**config.mk**
```make
export PLATFORM = sky130hd
export DESIGN_NAME = util_reset_sequencer
export DESIGN_NICKNAME = d
export VERILOG_FILES = /design/src/rtl/util_reset_sequencer.sv
export SDC_FILE = /design/constraint.sdc
export NUM_CORES = 1
export LEC_CHECK = 0
export CAP_MARGIN = 25
export CORE_ASPECT_RATIO = 0.75
export CORE_MARGIN = 5
export CORE_UTILIZATION = 50
export CTS_CLUSTER_SIZE = 20
export DETAILED_ROUTE_END_ITERATION = 8
export GPL_ROUTABILITY_DRIVEN = 0
export PLACE_DENSITY = 0.7
export SYNTH_ARGS = -nofsm -noshare
export SYNTH_HDL_FRONTEND = slang
export SYNTH_SLANG_ARGS = --single-unit
```
**constraint.sdc**
```tcl
create_clock -name clk -period 2.67 [get_ports clk]
set_clock_uncertainty 0.05 [all_clocks]
set_input_delay 0.534 -clock clk [delete_from_list [all_inputs] [get_ports clk]]
set_output_delay 0.534 -clock clk [all_outputs]
set_load 0.01 [all_outputs]
```
**src/rtl/util_reset_sequencer.sv**
```systemverilog
// Ordered multi-domain reset release with per-stage ack, timeout/retry and a sticky fail flag.
// Optional feature: define UTIL_RST_SEQ_LOCK_MONITOR_EN to re-sequence when any ack drops in DONE.
module util_reset_sequencer #(
    parameter int NUM_STAGES  = 4,
    parameter int HOLD_CNT    = 2000,
    parameter int ACK_TIMEOUT = 100000,
    parameter int MAX_RETRY   = 3,
    localparam int IDX_W      = $clog2(NUM_STAGES)
) (
    input  logic                  clk,
    input  logic                  rst,
    input  logic                  sw_rst,
    input  logic [NUM_STAGES-1:0] stage_ack,
    output logic [NUM_STAGES-1:0] stage_rst,
    output logic                  seq_done,
    output logic                  seq_fail,
    output logic [IDX_W-1:0]      cur_stage,
    output logic [7:0]            retry_cnt
);

    typedef enum logic [1:0] {
        ST_ASSERT,
        ST_WAIT_ACK,
        ST_DONE,
        ST_FAIL
    } state_t;

    localparam logic [31:0]      HOLD_LAST = 32'(HOLD_CNT - 1);
    localparam logic [31:0]      TO_LAST   = 32'(ACK_TIMEOUT - 1);
    localparam logic [7:0]       RETRY_MAX = 8'(MAX_RETRY);
    localparam logic [IDX_W-1:0] LAST_IDX  = IDX_W'(NUM_STAGES - 1);

    state_t                state, state_nxt;
    logic [31:0]           cnt, cnt_nxt;
    logic [NUM_STAGES-1:0] ack_meta, ack_s;
    logic [NUM_STAGES-1:0] rst_nxt;
    logic [NUM_STAGES-1:0] low_mask;
    logic                  lower_drop;
    logic                  done_nxt, fail_nxt;
    logic [IDX_W-1:0]      stage_nxt;
    logic [7:0]            retry_nxt;

    always_ff @(posedge clk) begin
        if (rst) begin
            ack_meta  <= '0;
            ack_s     <= '0;
            state     <= ST_ASSERT;
            cnt       <= '0;
            stage_rst <= '1;
            seq_done  <= 1'b0;
            seq_fail  <= 1'b0;
            cur_stage <= '0;
            retry_cnt <= '0;
        end else begin
            ack_meta  <= stage_ack;
            ack_s     <= ack_meta;
            state     <= state_nxt;
            cnt       <= cnt_nxt;
            stage_rst <= rst_nxt;
            seq_done  <= done_nxt;
            seq_fail  <= fail_nxt;
            cur_stage <= stage_nxt;
            retry_cnt <= retry_nxt;
        end
    end

    // Every released stage below the current one must keep its ack, else the sequence restarts.
    always_comb begin
        state_nxt  = state;
        cnt_nxt    = (cnt == 32'hFFFF_FFFF) ? cnt : cnt + 32'd1;
        rst_nxt    = stage_rst;
        done_nxt   = seq_done;
        fail_nxt   = seq_fail;
        stage_nxt  = cur_stage;
        retry_nxt  = retry_cnt;
        low_mask   = (NUM_STAGES'(1) << cur_stage) - NUM_STAGES'(1);
        lower_drop = |(low_mask & ~ack_s);

        if (sw_rst) begin
            state_nxt = ST_ASSERT;
            cnt_nxt   = '0;
            rst_nxt   = '1;
            done_nxt  = 1'b0;
            fail_nxt  = 1'b0;
            stage_nxt = '0;
            retry_nxt = '0;
        end else begin
            case (state)
                ST_ASSERT: begin
                    rst_nxt   = '1;
                    stage_nxt = '0;
                    done_nxt  = 1'b0;
                    fail_nxt  = 1'b0;
                    if (cnt == HOLD_LAST) begin
                        state_nxt = ST_WAIT_ACK;
                        cnt_nxt   = '0;
                        rst_nxt   = {{(NUM_STAGES-1){1'b1}}, 1'b0};
                    end
                end
                ST_WAIT_ACK: begin
                    // An ack arriving on the timeout cycle wins over the timeout.
                    if (lower_drop || (!ack_s[cur_stage] && cnt == TO_LAST)) begin
                        cnt_nxt = '0;
                        rst_nxt = '1;
                        if (retry_cnt < RETRY_MAX) begin
                            state_nxt = ST_ASSERT;
                            stage_nxt = '0;
                            retry_nxt = retry_cnt + 8'd1;
                        end else begin
                            state_nxt = ST_FAIL;
                            fail_nxt  = 1'b1;
                        end
                    end else if (ack_s[cur_stage]) begin
                        cnt_nxt = '0;
                        if (cur_stage == LAST_IDX) begin
                            state_nxt = ST_DONE;
                            done_nxt  = 1'b1;
                            rst_nxt   = '0;
                        end else begin
                            stage_nxt = cur_stage + IDX_W'(1);
                            rst_nxt   = {stage_rst[NUM_STAGES-2:0], 1'b0};
                        end
                    end
                end
                ST_DONE: begin
`ifdef UTIL_RST_SEQ_LOCK_MONITOR_EN
                    if (!(&ack_s)) begin
                        state_nxt = ST_ASSERT;
                        cnt_nxt   = '0;
                        rst_nxt   = '1;
                        done_nxt  = 1'b0;
                        stage_nxt = '0;
                        retry_nxt = '0;
                    end
`else
                    done_nxt = 1'b1;
`endif
                end
                ST_FAIL: begin
                    fail_nxt = 1'b1;
                end
                default: begin
                    state_nxt = ST_ASSERT;
                    cnt_nxt   = '0;
                    rst_nxt   = '1;
                end
            endcase
        end
    end

endmodule

```
Word level (Yosys, flattened, before mapping)
Index checks and enable logic that the tools add are counted.
{"block": "word_totals", "register_bits": 58, "inputBits": 7, "output_inout_bits": 16, "elab_cells": 80}
{"block": "classes", "addsub": 4, "order_cmp": 2, "eq_ne": 17, "shifts": 1, "mux": 30, "bitwise": 2, "n_reduce_logical": 15}
{"op": "32-bit two-way mux", "count": 4}
{"op": "32-bit one-hot mux with 2 select lines", "count": 1}
{"op": "32-bit by 1-bit adder with 32-bit output (second input constant)", "count": 1}
{"op": "32-bit by 11-bit == test with 1-bit output (second input constant)", "count": 1}
{"op": "32-bit by 17-bit == test with 1-bit output (second input constant)", "count": 1}
{"op": "32-bit == test (second input constant)", "count": 1}
{"op": "2-bit two-way mux", "count": 9}
{"op": "4-bit two-way mux", "count": 3}
{"op": "2-bit != test (second input constant)", "count": 6}
{"op": "3-bit != test (second input constant)", "count": 4}
{"op": "4-bit AND reduction", "count": 3}
{"op": "8-bit by 1-bit adder with 8-bit output (second input constant)", "count": 1}
{"op": "8-bit by 2-bit less-than comparator with 1-bit output (second input constant)", "count": 1}
{"op": "2-bit one-hot mux with 2 select lines", "count": 2}
{"op": "4-bit one-hot mux with 2 select lines", "count": 1}
{"op": "1-bit two-way mux", "count": 7}
{"op": "2-bit == test (second input constant)", "count": 3}
{"op": "1-bit one-hot mux with 3 select lines", "count": 2}
{"op": "3-bit AND reduction", "count": 2}
{"op": "3-bit nonzero test", "count": 2}
{"op": "4-bit AND", "count": 1}
{"op": "4-bit NOT", "count": 1}
{"op": "4-bit OR reduction", "count": 1}
{"op": "1-bit by 2-bit << shifter with 4-bit output (first input constant)", "count": 1}
{"op": "12 further kinds", "count": 12}

Depth between registers and ports, before layout
{"block": "depth", "word_depth": 7, "ltp_mapped": 9, "ltp_nobuf": 8}

Least setup slack after synthesis
OpenSTA, ideal clock, no wires.
{"block": "synth_path", "kind": "register to register", "startpoint": "reg cur_stage[0]", "endpoint": "reg cnt[24]", "t_arrival_ns": 2.016, "required_time_ns": 2.555, "slack_ns": 0.539, "stages_incl_launch_ff": 9, "path_buffers": 1, "synth_period_minus_slack_ns": 2.131, "path_cell_list": "dfxtp_1 ha_1 o21ai_0 a211oi_1 nand4_1 o211ai_2 nand3_1 buf_2 nor2_1"}
{"block": "synth_between", "elab_chain_cells": 7}
{"element": "start, declared", "line": "17", "source": "output logic [IDX_W-1:0] cur_stage,"}
{"element": "start signal, assigned", "line": "62", "source": "cur_stage <= stage_nxt;"}
{"element": "1-bit by 2-bit << shifter with 4-bit output / 1-bit binary-select mux with 2-bit select (equally long branches)", "line": "76, 102, 113"}
{"element": "4-bit by 2-bit subtractor with 4-bit output / 1-bit two-way mux (equally long branches)", "line": "76, 102, 113"}
{"element": "4-bit AND / 1-bit zero test (equally long branches)", "line": "77, 102"}
{"element": "4-bit OR reduction / 1-bit logical AND (equally long branches)", "line": "77, 102"}
{"element": "1-bit logical OR", "line": "102", "source": "if (lower_drop || (!ack_s[cur_stage] && cnt == TO_LAST)) begin"}
{"element": "32-bit two-way mux *", "line": "102"}
{"element": "32-bit one-hot mux with 2 select lines *", "line": "88", "source": "case (state)"}
{"element": "end signal, assigned", "line": "58", "source": "cnt <= cnt_nxt;"}
{"element": "end, declared", "line": "34", "source": "logic [31:0] cnt, cnt_nxt;"}
Every way passes the cells marked *; elsewhere a longest branch is shown, timed or not. The select of a mux whose other input is x is not followed.
A chain may end at the register's enable or synchronous reset.

Final worst setup path
{"block": "layout_path", "startpoint": "reg cnt[0]", "endpoint": "reg cnt[31]"}
{"block": "layout_between", "elab_chain_cells": 5}
{"element": "32-bit by 1-bit adder with 32-bit output (tied with other cells)", "line": "70", "source": "cnt_nxt = (cnt == 32'hFFFF_FFFF) ? cnt : cnt + 32'd1;"}
{"element": "32-bit two-way mux / 1-bit logical AND (equally long branches)", "line": "70, 102"}
{"element": "32-bit two-way mux / 1-bit logical OR (equally long branches)", "line": "113, 102"}
{"element": "32-bit two-way mux", "line": "102"}
{"element": "32-bit one-hot mux with 2 select lines *", "line": "88"}
Every way passes the cells marked *; elsewhere a longest branch is shown, timed or not.

==> flow_summary_export.csv <==
group,metric,value,unit
routing,ant_nets,0,
run,max_cap_violations,0,
min_path,hold_end,"ack_s[3]",
yosys,yosysTopAreaCell,"dfxtp_1",
yosys,synthFlopType,"dfxtp_1",
critical_path,reg2reg_to,"cnt[31]",
critical_path,r2r_setup_slack,0.36,ns
finish,area_growth,18.07,%
sta,holdWs,0.3843,ns
power_and_ir_drop,p_clk_frac,0.453,
clock_network,clkTransAtPathRegs,0.07,ns
routing,vias,2190,
sta,setup_ws,0.3580,ns
critical_path,r2r-start,"cnt[0]",
die,die_w,96.47,um
power_and_ir_drop,vdd_drop_max,0.3272,mV
sta,rsz0062_at_grt,"no",
clock_network,cts_buffer_depth,2,
critical_path,critPathLaunchType,"flip-flop",
yosys,async_flop_share,0,
global_route,grt_usage,0.1746,
power_and_ir_drop,swShare,0.2118,
critical_path,rr_worst_depth,7,
yosys,synth_fp_nets,333,
min_path,worstHoldStart,"ack_meta[3]",
place,dp_hpwl,4.090,mm
clock_network,clock_latency,0.33,ns
routing,first_pass_iters,4,
finish,insertedDiodeCount,0,
place,placed_cells,407,
die,dieHeight,74.86,um
global_route,grt_pass1_vias,2084,
critical_path,critical_path_class,"reg2reg",
sta,drv_slew,0,
sta,worstMarginPinSlew,0.7102,ns
clock_network,clkSinkCount,58,
sta,hold_viol_final,0,
routing,drc,0,
sta,period_needed,2.312,ns
yosys,netlist_area,2804,um2
die,coreArea,5381,um2
outcome,status,"finished, final reports clean",
power_and_ir_drop,intPower,1315,uW
yosys,synth_area_leaders,"dfxtp_1, xor2_1, nor2_1, ha_1, nand4_1",
min_path,holdCritPathClass,"reg2reg",
finish,fin_nets,361,
die,dieArea,7221,um2
global_route,grt-ovfl-total,0,
yosys,ys_seq_area_frac,0.4141,
power_and_ir_drop,combPwrFrac,0.023,
clock_network,h-tree-depth,3,
finish,layout.cells.non_filler,423,
die,num_rows,23,
yosys,synth.top_cell.area_share,0.4141,
die,initial_utilization,0.5210,
die,ios,23,
power_and_ir_drop,p_per_area,503.9,nW/um2
yosys,syn_area_per_cell,8.901,um2
clock_network,cts_root_buffer,"clkbuf_8",
routing,drt_iter0_markers,140,
global_route,antenna_found_initial,0,
sta,max_slew_margin,0.5226,
yosys,syn_inst,315,
clock_network,cts_tree,"yes",
routing,routed_wl,5.667,mm
routing,vias_per_cell,5.177,
power_and_ir_drop,seqPwrFrac,0.525,
critical_path,worstPathRequired,2.84,ns
min_path,hold_depth,1,
power_and_ir_drop,leakage,0.001247,uW
global_route,grt_start_max_net_pins,33,
place,dp_worst_setup_slack,0.2858,ns
sta,fin_setup_tns,0,ns
critical_path,crit_fanout,14,
yosys,synth_cell_types,54,
critical_path,arrival,2.48,ns
power_and_ir_drop,p_sw,353.4,uW
yosys,synth-edff-count,0,
yosys,yosys_warnings,0,
place,numPortBuffers,22,
sta,fmax,432.5,MHz
clock_network,post_cts_buffers,0,
clock_network,tritoncts.num_buffers,9,
critical_path,worstSetupEndpointType,"flip-flop",
routing,wl_per_cell,13.40,um
yosys,ys_seq_elements,58,
global_route,grt_pass1_wl,9.729,mm
clock_network,postCtsHoldBufs,0,
finish,drive_above_1_share,0.1063,
sta,setup_viol,0,
clock_network,cts_resized,0,
sta,fin_crit_sh,0.8659,
-- power groups by stage --
| stage | logic [uW] | registers (uW) | clock network, uW |
|---|---|---|---|
| floorplan | 19.7 | 894 | 0 |
| global placement | 37.9 | 894 | 0 |
| detailed placement | 38.3 | 895 | 0 |
| CTS | 38.3 | 875 | 786 |
| global route | 42.2 | 875 | 825 |
| finish | 38.0 | 875 | 755 |
-- per-stage QoR --
step / total power, uW / cell area, um2 / util
after floorplan: 913.4 / 2804 / -
after global placement: 932.1 / 3117 / 0.5792
after detailed placement: 932.9 / 3117 / 0.5792
after CTS: 1699 / 3302 / 0.6136
after global routing: 1743 / 3311 / 0.6152
final: 1668 / 3311 / 0.6152
-- metal layers --
layer  GRT usage  up-vias  routed length [um]
li1            -     1158                   -
met1      0.2583      992                3113
met2      0.2408       36                2273
met3     0.04795        4                 237
met4     0.06532        0                  43
met5           0        -                   0
-- layout make-up --
cell class | instances | area (um2)
Sequential cell | 58 | 1161
Clock inverter | 6 | 57.56
Multi-Input combinational cell | 236 | 1555
Clock buffer | 10 | 127.6
Fill cell | 496 | 2071
Tap cell | 75 | 93.84
Inverter | 10 | 37.54
Timing Repair Buffer | 28 | 277.8
-- cells in the mapped netlist, types with 2 or more instances --
cell type and n:
a21o_1 2, a21oi_1 8, and2_1 11, and3_1 8
and4_1 4, buf_2 5, clkbuf_1 4, dfxtp_1 58
ha_1 11, inv_1 9, mux2i_1 3, nand2_1 21
nand3_1 16, nand3_2 4, nand4_1 14, nor2_1 41
nor2b_1 8, nor3_1 12, nor4_1 6, o21ai_0 3
o21ai_1 3, or2_2 2, or3_1 3, xnor2_1 9
xor2_1 21
-- how the worst max path moves through the flow --
stage | startpoint | end | slack, ns | depth (start not counted)
after floorplan | cur_stage[0] | cnt[24] | 0.54 | 8
after global placement | cur_stage[0] | cnt[1] | 0.35 | 8
after detailed placement | cur_stage[0] | retry_cnt[1] | 0.29 | 7
after CTS | cur_stage[0] | state[1] | 0.27 | 7
after global routing | cur_stage[0] | cnt[2] | 0.06 | 8
final | cnt[0] | cnt[31] | 0.36 | 7
-- placed cells by master (no fill, tap or decap), types with 9 or more instances in the layout --
| cell | netlist | final |
|---|---|---|
| nand2_1 | 21 | 21 |
| xor2_1 | 21 | 21 |
| clkbuf_8 | 0 | 9 |
| and2_1 | 11 | 11 |
| inv_1 | 9 | 9 |
| clkdlybuf4s50_1 | 0 | 22 |
| nor2_1 | 41 | 41 |
| nand4_1 | 14 | 14 |
| dfxtp_1 | 58 | 58 |
| nor3_1 | 12 | 12 |
| ha_1 | 11 | 11 |
| xnor2_1 | 9 | 9 |
| nand3_1 | 16 | 16 |
-- critical path, stage by stage, from the launching register on --
cell and delay [ns]:
dfxtp_1 0.37, ha_1 0.18, and3_1 0.23, nand4_1 0.21, or4_1 0.74, nand4_1 0.22, xor2_1 0.16, nor2_1 0.06
-- registers in the layout, summed over array words and instances, names as in the netlist --
| signal | count |
|---|---|
| seq_fail | 1 |
| cnt | 32 |
| cur_stage | 2 |
| ack_s | 4 |
| stage_rst | 4 |
| ack_meta | 4 |
| retry_cnt | 8 |
| state | 2 |
| seq_done | 1 |
-- cells by family after synthesis --
group                      synth area share
DFF                                  0.4141
AOI/OAI and AO/OA                   0.06962
muxes                               0.02276
buffers and inverters               0.03436
and+or+nand+nor                      0.3164
xor gates and xnor gates            0.09371
adders and majority gates           0.04908
No activity file was read; power rests on OpenSTA's default activity.
